--- src/rtl/qspi_cmd_parser_pkg.sv ---
// Shared types and constants for the QSPI command parser.
// Latency: n/a (declarations only).
// Backpressure: n/a.
// Contents: word width, opcode values, parser state enum.
package qspi_cmd_pkg;

  localparam int WORD_BITS = 16;

  localparam logic [7:0] OP_WRITE_MEM = 8'h01;
  localparam logic [7:0] OP_WRITE_REG = 8'h02;

  typedef enum logic [3:0] {
    ST_IDLE,
    ST_CMD,
    ST_ADDR_HI,
    ST_ADDR_LO,
    ST_LEN,
    ST_PAYLOAD,
    ST_REG_HI,
    ST_REG_LO,
    ST_SKIP
  } parser_state_t;

endpackage

--- src/rtl/qspi_cmd_parser_if.sv ---
// Bundle of the QSPI word stream, SDRAM write channel and register strobe.
// Latency: n/a (wires only).
// Backpressure: s_valid/s_ready on the stream, req/ack on the SDRAM side.
// Ports: slave = parser view (consumes stream, drives back end);
//        master = environment view (drives stream, answers ram_ack).
interface qspi_cmd_parser_if #(
  parameter int ADDR_BITS = 22
) ();
  import qspi_cmd_pkg::*;

  logic                 start;
  logic [WORD_BITS-1:0] s_data;
  logic                 s_valid;
  logic                 s_ready;
  logic                 ram_req;
  logic [ADDR_BITS-1:0] ram_addr;
  logic [WORD_BITS-1:0] ram_wdata;
  logic                 ram_ack;
  logic                 reg_wr;
  logic [3:0]           reg_addr;
  logic [31:0]          reg_data;
  logic                 err_cmd;
  logic                 busy;

  modport slave (
    input  start, s_data, s_valid, ram_ack,
    output s_ready, ram_req, ram_addr, ram_wdata,
           reg_wr, reg_addr, reg_data, err_cmd, busy
  );

  modport master (
    output start, s_data, s_valid, ram_ack,
    input  s_ready, ram_req, ram_addr, ram_wdata,
           reg_wr, reg_addr, reg_data, err_cmd, busy
  );

endinterface

--- src/rtl/qspi_cmd_parser_fifo.sv ---
// Single-clock FIFO, first-word-fall-through read port (dout = head).
// Latency: a pushed word is visible on dout after the push edge.
// Backpressure: caller honours full/empty; push on full is legal only with pop.
// Ports: clk, rst_n (async active-low), push/din, pop/dout, full, empty.
module sync_fifo #(
  parameter int WIDTH = 16,
  parameter int DEPTH = 8
) (
  input  logic             clk,
  input  logic             rst_n,
  input  logic             push,
  input  logic [WIDTH-1:0] din,
  input  logic             pop,
  output logic [WIDTH-1:0] dout,
  output logic             full,
  output logic             empty
);

  localparam int AW = $clog2(DEPTH);

  logic [WIDTH-1:0] mem [DEPTH];
  // One extra pointer bit distinguishes full from empty.
  logic [AW:0]      wr_ptr;
  logic [AW:0]      rd_ptr;
  logic             do_push;
  logic             do_pop;

  assign empty   = (wr_ptr == rd_ptr);
  assign full    = (wr_ptr[AW] != rd_ptr[AW]) && (wr_ptr[AW-1:0] == rd_ptr[AW-1:0]);
  // When full, the slot being written is the one being popped this edge.
  assign do_push = push && (!full || pop);
  assign do_pop  = pop && !empty;
  assign dout    = mem[rd_ptr[AW-1:0]];

  always_ff @(posedge clk or negedge rst_n) begin
    if (!rst_n) begin
      wr_ptr <= '0;
      rd_ptr <= '0;
    end else begin
      if (do_push) wr_ptr <= wr_ptr + 1'b1;
      if (do_pop)  rd_ptr <= rd_ptr + 1'b1;
    end
  end

  always_ff @(posedge clk) begin
    if (do_push) mem[wr_ptr[AW-1:0]] <= din;
  end

endmodule

--- src/rtl/qspi_cmd_parser.sv ---
// Decodes framed QSPI commands into SDRAM single-word writes and register strobes.
// Latency: payload word -> ram_req one edge after push; DATA_LO -> reg_wr next cycle.
// Backpressure: s_ready low in LEN until drained, and in PAYLOAD while the FIFO is full.
// Ports: clk, async_nreset (async active-low), bus (qspi_cmd_parser_if.slave).
module qspi_cmd_parser
  import qspi_cmd_pkg::*;
#(
  parameter int ADDR_BITS  = 22,
  parameter int FIFO_DEPTH = 8
) (
  input  logic                  clk,
  input  logic                  async_nreset,
  qspi_cmd_parser_if.slave      bus
);

  localparam int HI_BITS = ADDR_BITS - 16;

  parser_state_t        state;
  parser_state_t        state_nxt;
  // Low while in reset and for the first cycle after, so s_ready resets to 0
  // even though IDLE otherwise accepts and discards words.
  logic                 live;

  logic                 rdy_dec;
  logic                 s_ready;
  logic                 take;
  logic                 push;
  logic                 pop;
  logic                 load_addr;
  logic                 err_nxt;
  logic                 reg_wr_nxt;

  logic                 fifo_full;
  logic                 fifo_empty;
  logic [WORD_BITS-1:0] fifo_dout;

  logic [HI_BITS-1:0]   addr_hi;
  logic [15:0]          addr_lo;
  logic [15:0]          remaining;
  logic [15:0]          data_hi;
  logic [3:0]           reg_idx;

  logic                 ram_req;
  logic [ADDR_BITS-1:0] ram_addr;
  logic [WORD_BITS-1:0] ram_wdata;
  logic                 reg_wr;
  logic [3:0]           reg_addr;
  logic [31:0]          reg_data;
  logic                 err_cmd;

  // Ready is a pure decode of registered state and FIFO flags, never of s_valid.
  always_comb begin
    rdy_dec = 1'b0;
    case (state)
      ST_IDLE, ST_SKIP, ST_CMD, ST_ADDR_HI,
      ST_ADDR_LO, ST_REG_HI, ST_REG_LO: rdy_dec = 1'b1;
      // The address counter is reloaded on LEN, so wait for the old burst to finish.
      ST_LEN:                           rdy_dec = fifo_empty && !ram_req;
      ST_PAYLOAD:                       rdy_dec = !fifo_full;
      default:                          rdy_dec = 1'b0;
    endcase
  end

  assign s_ready = live && rdy_dec;
  // start wins over a word accepted in the same cycle; that word is dropped.
  assign take    = bus.s_valid && s_ready && !bus.start;
  assign pop     = !ram_req && !fifo_empty;

  always_ff @(posedge clk or negedge async_nreset) begin
    if (!async_nreset) begin
      state <= ST_IDLE;
      live  <= 1'b0;
    end else begin
      state <= state_nxt;
      live  <= 1'b1;
    end
  end

  always_comb begin
    state_nxt  = state;
    push       = 1'b0;
    load_addr  = 1'b0;
    err_nxt    = 1'b0;
    reg_wr_nxt = 1'b0;
    if (bus.start) begin
      state_nxt = ST_CMD;
    end else if (take) begin
      case (state)
        ST_CMD: begin
          if (bus.s_data[15:8] == OP_WRITE_MEM) begin
            state_nxt = ST_ADDR_HI;
          end else if (bus.s_data[15:8] == OP_WRITE_REG) begin
            state_nxt = ST_REG_HI;
          end else begin
            err_nxt   = 1'b1;
            state_nxt = ST_SKIP;
          end
        end
        ST_ADDR_HI: state_nxt = ST_ADDR_LO;
        ST_ADDR_LO: state_nxt = ST_LEN;
        ST_LEN: begin
          load_addr = 1'b1;
          state_nxt = (bus.s_data == 16'd0) ? ST_IDLE : ST_PAYLOAD;
        end
        ST_PAYLOAD: begin
          push = 1'b1;
          if (remaining == 16'd1) state_nxt = ST_IDLE;
        end
        ST_REG_HI:  state_nxt = ST_REG_LO;
        ST_REG_LO: begin
          reg_wr_nxt = 1'b1;
          state_nxt  = ST_IDLE;
        end
        default: state_nxt = state;
      endcase
    end
  end

  always_ff @(posedge clk or negedge async_nreset) begin
    if (!async_nreset) begin
      addr_hi   <= '0;
      addr_lo   <= '0;
      remaining <= '0;
      data_hi   <= '0;
      reg_idx   <= '0;
      reg_wr    <= 1'b0;
      reg_addr  <= '0;
      reg_data  <= '0;
      err_cmd   <= 1'b0;
      ram_req   <= 1'b0;
      ram_addr  <= '0;
      ram_wdata <= '0;
    end else begin
      reg_wr  <= reg_wr_nxt;
      err_cmd <= err_nxt;
      if (take) begin
        case (state)
          ST_CMD:     reg_idx   <= bus.s_data[3:0];
          ST_ADDR_HI: addr_hi   <= bus.s_data[HI_BITS-1:0];
          ST_ADDR_LO: addr_lo   <= bus.s_data;
          ST_LEN:     remaining <= bus.s_data;
          ST_PAYLOAD: remaining <= remaining - 1'b1;
          ST_REG_HI:  data_hi   <= bus.s_data;
          ST_REG_LO: begin
            reg_data <= {data_hi, bus.s_data};
            reg_addr <= reg_idx;
          end
          default: ;
        endcase
      end
      // Drain: one word in flight at a time; a stray ack while idle is ignored.
      if (ram_req) begin
        if (bus.ram_ack) begin
          ram_req  <= 1'b0;
          ram_addr <= ram_addr + 1'b1;
        end
      end else if (!fifo_empty) begin
        ram_req   <= 1'b1;
        ram_wdata <= fifo_dout;
      end
      // LEN only accepts with nothing in flight, so this never races an increment.
      if (load_addr) ram_addr <= {addr_hi, addr_lo};
    end
  end

  sync_fifo #(
    .WIDTH (WORD_BITS),
    .DEPTH (FIFO_DEPTH)
  ) u_fifo (
    .clk   (clk),
    .rst_n (async_nreset),
    .push  (push),
    .din   (bus.s_data),
    .pop   (pop),
    .dout  (fifo_dout),
    .full  (fifo_full),
    .empty (fifo_empty)
  );

  assign bus.s_ready   = s_ready;
  assign bus.ram_req   = ram_req;
  assign bus.ram_addr  = ram_addr;
  assign bus.ram_wdata = ram_wdata;
  assign bus.reg_wr    = reg_wr;
  assign bus.reg_addr  = reg_addr;
  assign bus.reg_data  = reg_data;
  assign bus.err_cmd   = err_cmd;
  assign bus.busy      = ((state != ST_IDLE) && (state != ST_SKIP)) || !fifo_empty || ram_req;

endmodule

--- src/flat_wrapper.sv ---
// flat-port wrapper written by rule: the top's interface ports become plain ports
module qspi_cmd_parser_flat import qspi_cmd_pkg::*;
#(
  parameter int ADDR_BITS  = 22,
  parameter int FIFO_DEPTH = 8
)
  (clk, async_nreset, bus_start, bus_s_data, bus_s_valid, bus_ram_ack, bus_s_ready, bus_ram_req, bus_ram_addr, bus_ram_wdata, bus_reg_wr, bus_reg_addr, bus_reg_data, bus_err_cmd, bus_busy);
  qspi_cmd_parser_if #(.ADDR_BITS(ADDR_BITS)) bus_i ();
  input  logic clk;
  input  logic async_nreset;
  input wire logic [$bits(bus_i.start)-1:0] bus_start;
  input wire logic [$bits(bus_i.s_data)-1:0] bus_s_data;
  input wire logic [$bits(bus_i.s_valid)-1:0] bus_s_valid;
  input wire logic [$bits(bus_i.ram_ack)-1:0] bus_ram_ack;
  output wire logic [$bits(bus_i.s_ready)-1:0] bus_s_ready;
  output wire logic [$bits(bus_i.ram_req)-1:0] bus_ram_req;
  output wire logic [$bits(bus_i.ram_addr)-1:0] bus_ram_addr;
  output wire logic [$bits(bus_i.ram_wdata)-1:0] bus_ram_wdata;
  output wire logic [$bits(bus_i.reg_wr)-1:0] bus_reg_wr;
  output wire logic [$bits(bus_i.reg_addr)-1:0] bus_reg_addr;
  output wire logic [$bits(bus_i.reg_data)-1:0] bus_reg_data;
  output wire logic [$bits(bus_i.err_cmd)-1:0] bus_err_cmd;
  output wire logic [$bits(bus_i.busy)-1:0] bus_busy;
  assign bus_i.start = bus_start;
  assign bus_i.s_data = bus_s_data;
  assign bus_i.s_valid = bus_s_valid;
  assign bus_i.ram_ack = bus_ram_ack;
  assign bus_s_ready = bus_i.s_ready;
  assign bus_ram_req = bus_i.ram_req;
  assign bus_ram_addr = bus_i.ram_addr;
  assign bus_ram_wdata = bus_i.ram_wdata;
  assign bus_reg_wr = bus_i.reg_wr;
  assign bus_reg_addr = bus_i.reg_addr;
  assign bus_reg_data = bus_i.reg_data;
  assign bus_err_cmd = bus_i.err_cmd;
  assign bus_busy = bus_i.busy;
  qspi_cmd_parser #(.ADDR_BITS(ADDR_BITS), .FIFO_DEPTH(FIFO_DEPTH)) u_core (.clk(clk), .async_nreset(async_nreset), .bus(bus_i));
endmodule
--- config.mk ---
export PLATFORM = sky130hd
export DESIGN_NAME = qspi_cmd_parser_flat
export DESIGN_NICKNAME = d
export VERILOG_FILES = /design/src/rtl/qspi_cmd_parser_pkg.sv /design/src/rtl/qspi_cmd_parser_if.sv /design/src/rtl/qspi_cmd_parser_fifo.sv /design/src/rtl/qspi_cmd_parser.sv /design/src/flat_wrapper.sv
export SDC_FILE = /design/constraint.sdc
export NUM_CORES = 1
export LEC_CHECK = 0
export ABC_AREA = 0
export CAP_MARGIN = 20
export CORE_UTILIZATION = 40
export CTS_CLUSTER_DIAMETER = 60
export DETAILED_ROUTE_END_ITERATION = 6
export GPL_TIMING_DRIVEN = 0
export RECOVER_POWER = 25
export SETUP_SLACK_MARGIN = 0.02
export SLEW_MARGIN = 20
export SYNTH_ARGS = -nofsm -noshare
export SYNTH_HDL_FRONTEND = slang
export SYNTH_SLANG_ARGS = --single-unit
--- constraint.sdc ---
create_clock -name clk -period 4.7 [get_ports clk]
set_input_delay 0.705 -clock clk [delete_from_list [all_inputs] [get_ports clk]]
set_output_delay 0.705 -clock clk [all_outputs]
set_load 0.01 [all_outputs]
==> results.txt <==
Status: finished, violations left
Failing checks: max-capacitance violations, max-slew violations
Clk pwr share: 36.3%
Crit-path cells: clkbuf_1 -> xor2_1 -> nor4_2 -> nor2_1 -> o31ai_1 -> and3_1 -> clkdlybuf4s50_1
Async set-reset flop share out of synthesis: 53.62%
Final setup viols: 0
Number of enable flip-flop cells after synthesis: 128
Number of fill cells: 2560
Post-Place Cells: 1304
Worst Clk Skew: 0.01157 ns
Syn nets: 833
Netlist cell types: 60
DRT Pass-1 Iters: 7
Post-route ant nets: 0
Main flop type after synthesis: dfrtp_1
Relative slew slack: -47.74%
Multi-input gate area: 0.003925 mm^2
Worst hold path type: flip-flop to flip-flop
WP buf/inv: 2
Vias in the first global route: 7574
Worst r2r src: u_core.state[3]
CTS tree: yes
Register area: 0.007547 mm^2
Hold Crit Depth: 2
Design area: 0.01444 mm^2
DRC Markers: 0
Fin nets: 982
Wirelength, routed: 28.68 mm
Final Core Density: 50.30%
Logic gate share of total power: 22.7%
Initial antenna violation count: 0
Vias per cell: 5.412
Worst EP required: 3.99 ns
Syn Inst Count: 807
Layout cells sized above 1: 22.55%
Yosys reg bits: 276
I/O Buffers: 98
Ys Warns: 0
Clock root buffer: clkbuf_16
Hold Buf Count CTS: 0
Power per Cell Area: 495.1 mW/mm^2
Syn_area_per_cell: 14.46 um^2
Period Utilization, post-route: 78.81%
DR vias: 7387
RSZ-0062 raised after global routing: no
Slowest stage delay, CP: 0.54 ns
Fmax: 270.0 MHz
Die H: 172.8 um
Post-Syn Area: 0.01167 mm^2
First-pass GRT wire length: 45.31 mm
CP arrival: 3.00 ns
R2r endpoint: u_core.u_fifo.mem[5][0]
HPWL Detailed: 18.43 mm
Endpoints failing hold: 0
GRT Total Usage: 19.78%
Slew Viols, Final: 80
Post-CTS Resized: 0
Reg power frac: 41.0%
Pwr Total: 0.007147 W
Maximum clock insertion buffer count: 3
TritonCTS Buffers: 34
Htree depth: 2
Core Area: 0.02870 mm^2
Clock slew at reported path FFs: 0.06 ns
CP max FO: 8
Switching power: 0.002022 W
Minimum clock period: 3.704 ns
Slowest CP cell: clkdlybuf4s50_1
Max VDD drop: 0.0002263 V
Post-route non-filler standard cell count: 1365
Starting Density: 40.65%
Worst Setup End Kind: primary output
# clock sinks: 276
WS Path Type: flip-flop to primary output
Sw Ratio: 28.29%
# Post-CTS Setup Buffers: 0
Wire per inst: 21.01 um
# rows: 62
CP startpoint kind: flip-flop
Placement Cell Area: 0.01332 mm^2
Register area share after synthesis: 64.68%
Lkg Pwr: 5.758 nW
Largest net degree at the start of global routing: 81
P_int: 0.005125 W
Die Area: 0.02986 mm^2
Initial DRC Count: 512
Delay-heaviest family, CP: buffers and inverters
Worst Hold End: u_core.bus.ram_addr[21]
Hold_sp: u_core.addr_hi[5]
Overflow after GRT: 0
Worst skew pair latency: 0.50 ns
Number of max-cap violations: 1
Worst slew pin tran: 2.216 ns
Area Overhead vs Synth: 23.73%
Io pins: 100
DIE WIDTH: 172.8 um
Worst r2r path cells: 7
GP Congestion: 0.8518
Reg2reg setup slack: 1.50 ns
-- worst register-to-register path, cell delays in order, from the launching register on --
cell,delay [ns]
dfrtp_1,0.44
nor3b_1,0.61
nand2_1,0.34
clkbuf_1,0.32
nor3_1,0.26
nand2_1,0.18
nor2_2,0.53
buf_6,0.24
-- worst max-delay path by stage --
stage,start,to,slack [ns],depth (start not counted)
3_3_place_gp,async_nreset,u_core.bus.reg_data[2],-3.69,1
4_1_cts,u_core.u_fifo.wr_ptr[2],bus_s_ready,0.95,7
5_1_grt,u_core.u_fifo.wr_ptr[2],bus_s_ready,0.76,7
6_report,u_core.u_fifo.wr_ptr[2],bus_s_ready,1.0,7
3_5_place_dp,bus_s_valid,u_core.u_fifo.mem[0][10],1.37,7
2_1_floorplan,bus_start,u_core.u_fifo.mem[0][0],1.00,5
-- cells by family (layout without fill, tap and decap cells) --
group                      count (synthesis)  count (layout)  synth area share, %
DFF                                      276             276                64.68
and+or+nand+nor                          210             210                9.350
muxes                                    130             130                15.44
AOI/OAI and AO/OA                        127             127                6.927
buffers and inverters                     46             219                1.973
xor gates and xnor gates                  12              12                1.062
adders and majority gates                  5               5               0.5361
other                                      1               2              0.03214
-- final cells by class --
class / count / share of cell area (%)
inverters: 7 / 0.1820
clock inverters: 12 / 0.8233
repair buffers: 113 / 7.800
clock buffers: 48 / 6.976
well taps: 384 / 3.328
plain buffers: 39 / 1.413
multi-input cells: 485 / 27.19
flip-flops and latches: 276 / 52.27
diodes: 1 / 0.01733
-- registers in the layout, indices dropped and copies added, names as in the netlist --
register / count
u_core.addr_lo: 16
u_core.bus.ram_addr: 22
u_core.bus.reg_wr: 1
u_core.remaining: 16
u_core.u_fifo.wr_ptr: 4
u_core.u_fifo.mem: 128
u_core.bus.reg_data: 32
u_core.data_hi: 16
u_core.bus.reg_addr: 4
u_core.addr_hi: 6
u_core.state: 4
u_core.bus.err_cmd: 1
u_core.bus.ram_req: 1
u_core.live: 1
u_core.reg_idx: 4
u_core.bus.ram_wdata: 16
u_core.u_fifo.rd_ptr: 4
-- Yosys cell counts, types with 4 or more instances --
| cell type | count | area, um^2 |
|---|---|---|
| mux2_1 | 4 | 45.04 |
| nor2_1 | 59 | 221.5 |
| a221o_1 | 5 | 50.05 |
| xnor2_1 | 5 | 43.79 |
| nor4_1 | 10 | 62.56 |
| a21oi_1 | 40 | 200.2 |
| o211ai_1 | 8 | 60.06 |
| and3_1 | 12 | 75.07 |
| buf_2 | 15 | 75.07 |
| clkbuf_1 | 16 | 60.06 |
| nand2_1 | 43 | 161.4 |
| nor3_1 | 25 | 125.1 |
| or4_1 | 4 | 30.03 |
| edfxtp_1 | 128 | 3844 |
| dfrtp_1 | 148 | 3704 |
| and2_1 | 4 | 25.02 |
| nand3_1 | 20 | 100.1 |
| mux2i_1 | 18 | 180.2 |
| o21ai_1 | 19 | 95.09 |
| nor3b_1 | 4 | 30.03 |
| a22oi_1 | 4 | 30.03 |
| buf_6 | 4 | 45.04 |
| inv_1 | 7 | 26.28 |
| a31oi_1 | 4 | 25.02 |
| mux2_2 | 76 | 855.8 |
| o21ai_0 | 21 | 105.1 |
| xor2_1 | 6 | 52.55 |
| mux4_2 | 32 | 720.7 |
| a211o_1 | 5 | 43.79 |
| a32oi_1 | 5 | 43.79 |
| nand4_1 | 7 | 43.79 |
| ha_1 | 5 | 62.56 |
-- per-stage QoR --
| step | setup TNS, ns | setup slack [ns] | hold slack [ns] |
|---|---|---|---|
| after floorplan | 0 | 1.003 | 0.4094 |
| after global placement | -561.58 | -3.690 | 0.4686 |
| after detailed placement | 0 | 1.366 | 0.4689 |
| after CTS | 0 | 0.9518 | 0.2223 |
| after global routing | 0 | 0.7578 | 0.4947 |
| final | 0 | 0.9959 | 0.4830 |
-- cells in the final DEF (no fill, tap or decap), types with 5 or more instances in the layout --
cell	count
a211o_1	5
clkbuf_1	23
ha_1	5
buf_6	6
a21oi_1	40
xnor2_1	5
o21ai_1	19
clkdlybuf4s50_1	95
nor3_2	5
nand2_1	43
mux2_2	76
nor2_1	56
inv_1	7
xor2_1	6
mux2i_1	18
clkbuf_16	37
and3_1	12
nor3_1	21
a221o_1	5
buf_2	17
nand4_1	7
nor4_1	9
o21ai_0	21
mux4_2	32
edfxtp_1	128
buf_4	10
a32oi_1	5
o211ai_1	8
nand3_1	20
dfrtp_1	148
-- power by group through the flow --
stage          Clock, W  Combinational, W  Sequential [W]
2_1_floorplan         0           0.00104         0.00297
3_3_place_gp          0           0.00162         0.00297
3_5_place_dp          0           0.00164         0.00297
4_1_cts         0.00265           0.00165         0.00293
5_1_grt         0.00276           0.00178         0.00296
6_report        0.00260           0.00162         0.00293
-- routing by layer --
layer	up-vias	global-route usage (%)	wire, um
li1	3382	-	-
met1	3766	27.27	12910
met2	185	32.34	13920
met3	54	2.990	1179
met4	0	6.195	664
met5	-	0	0
Power figures use the tool's default switching activity.
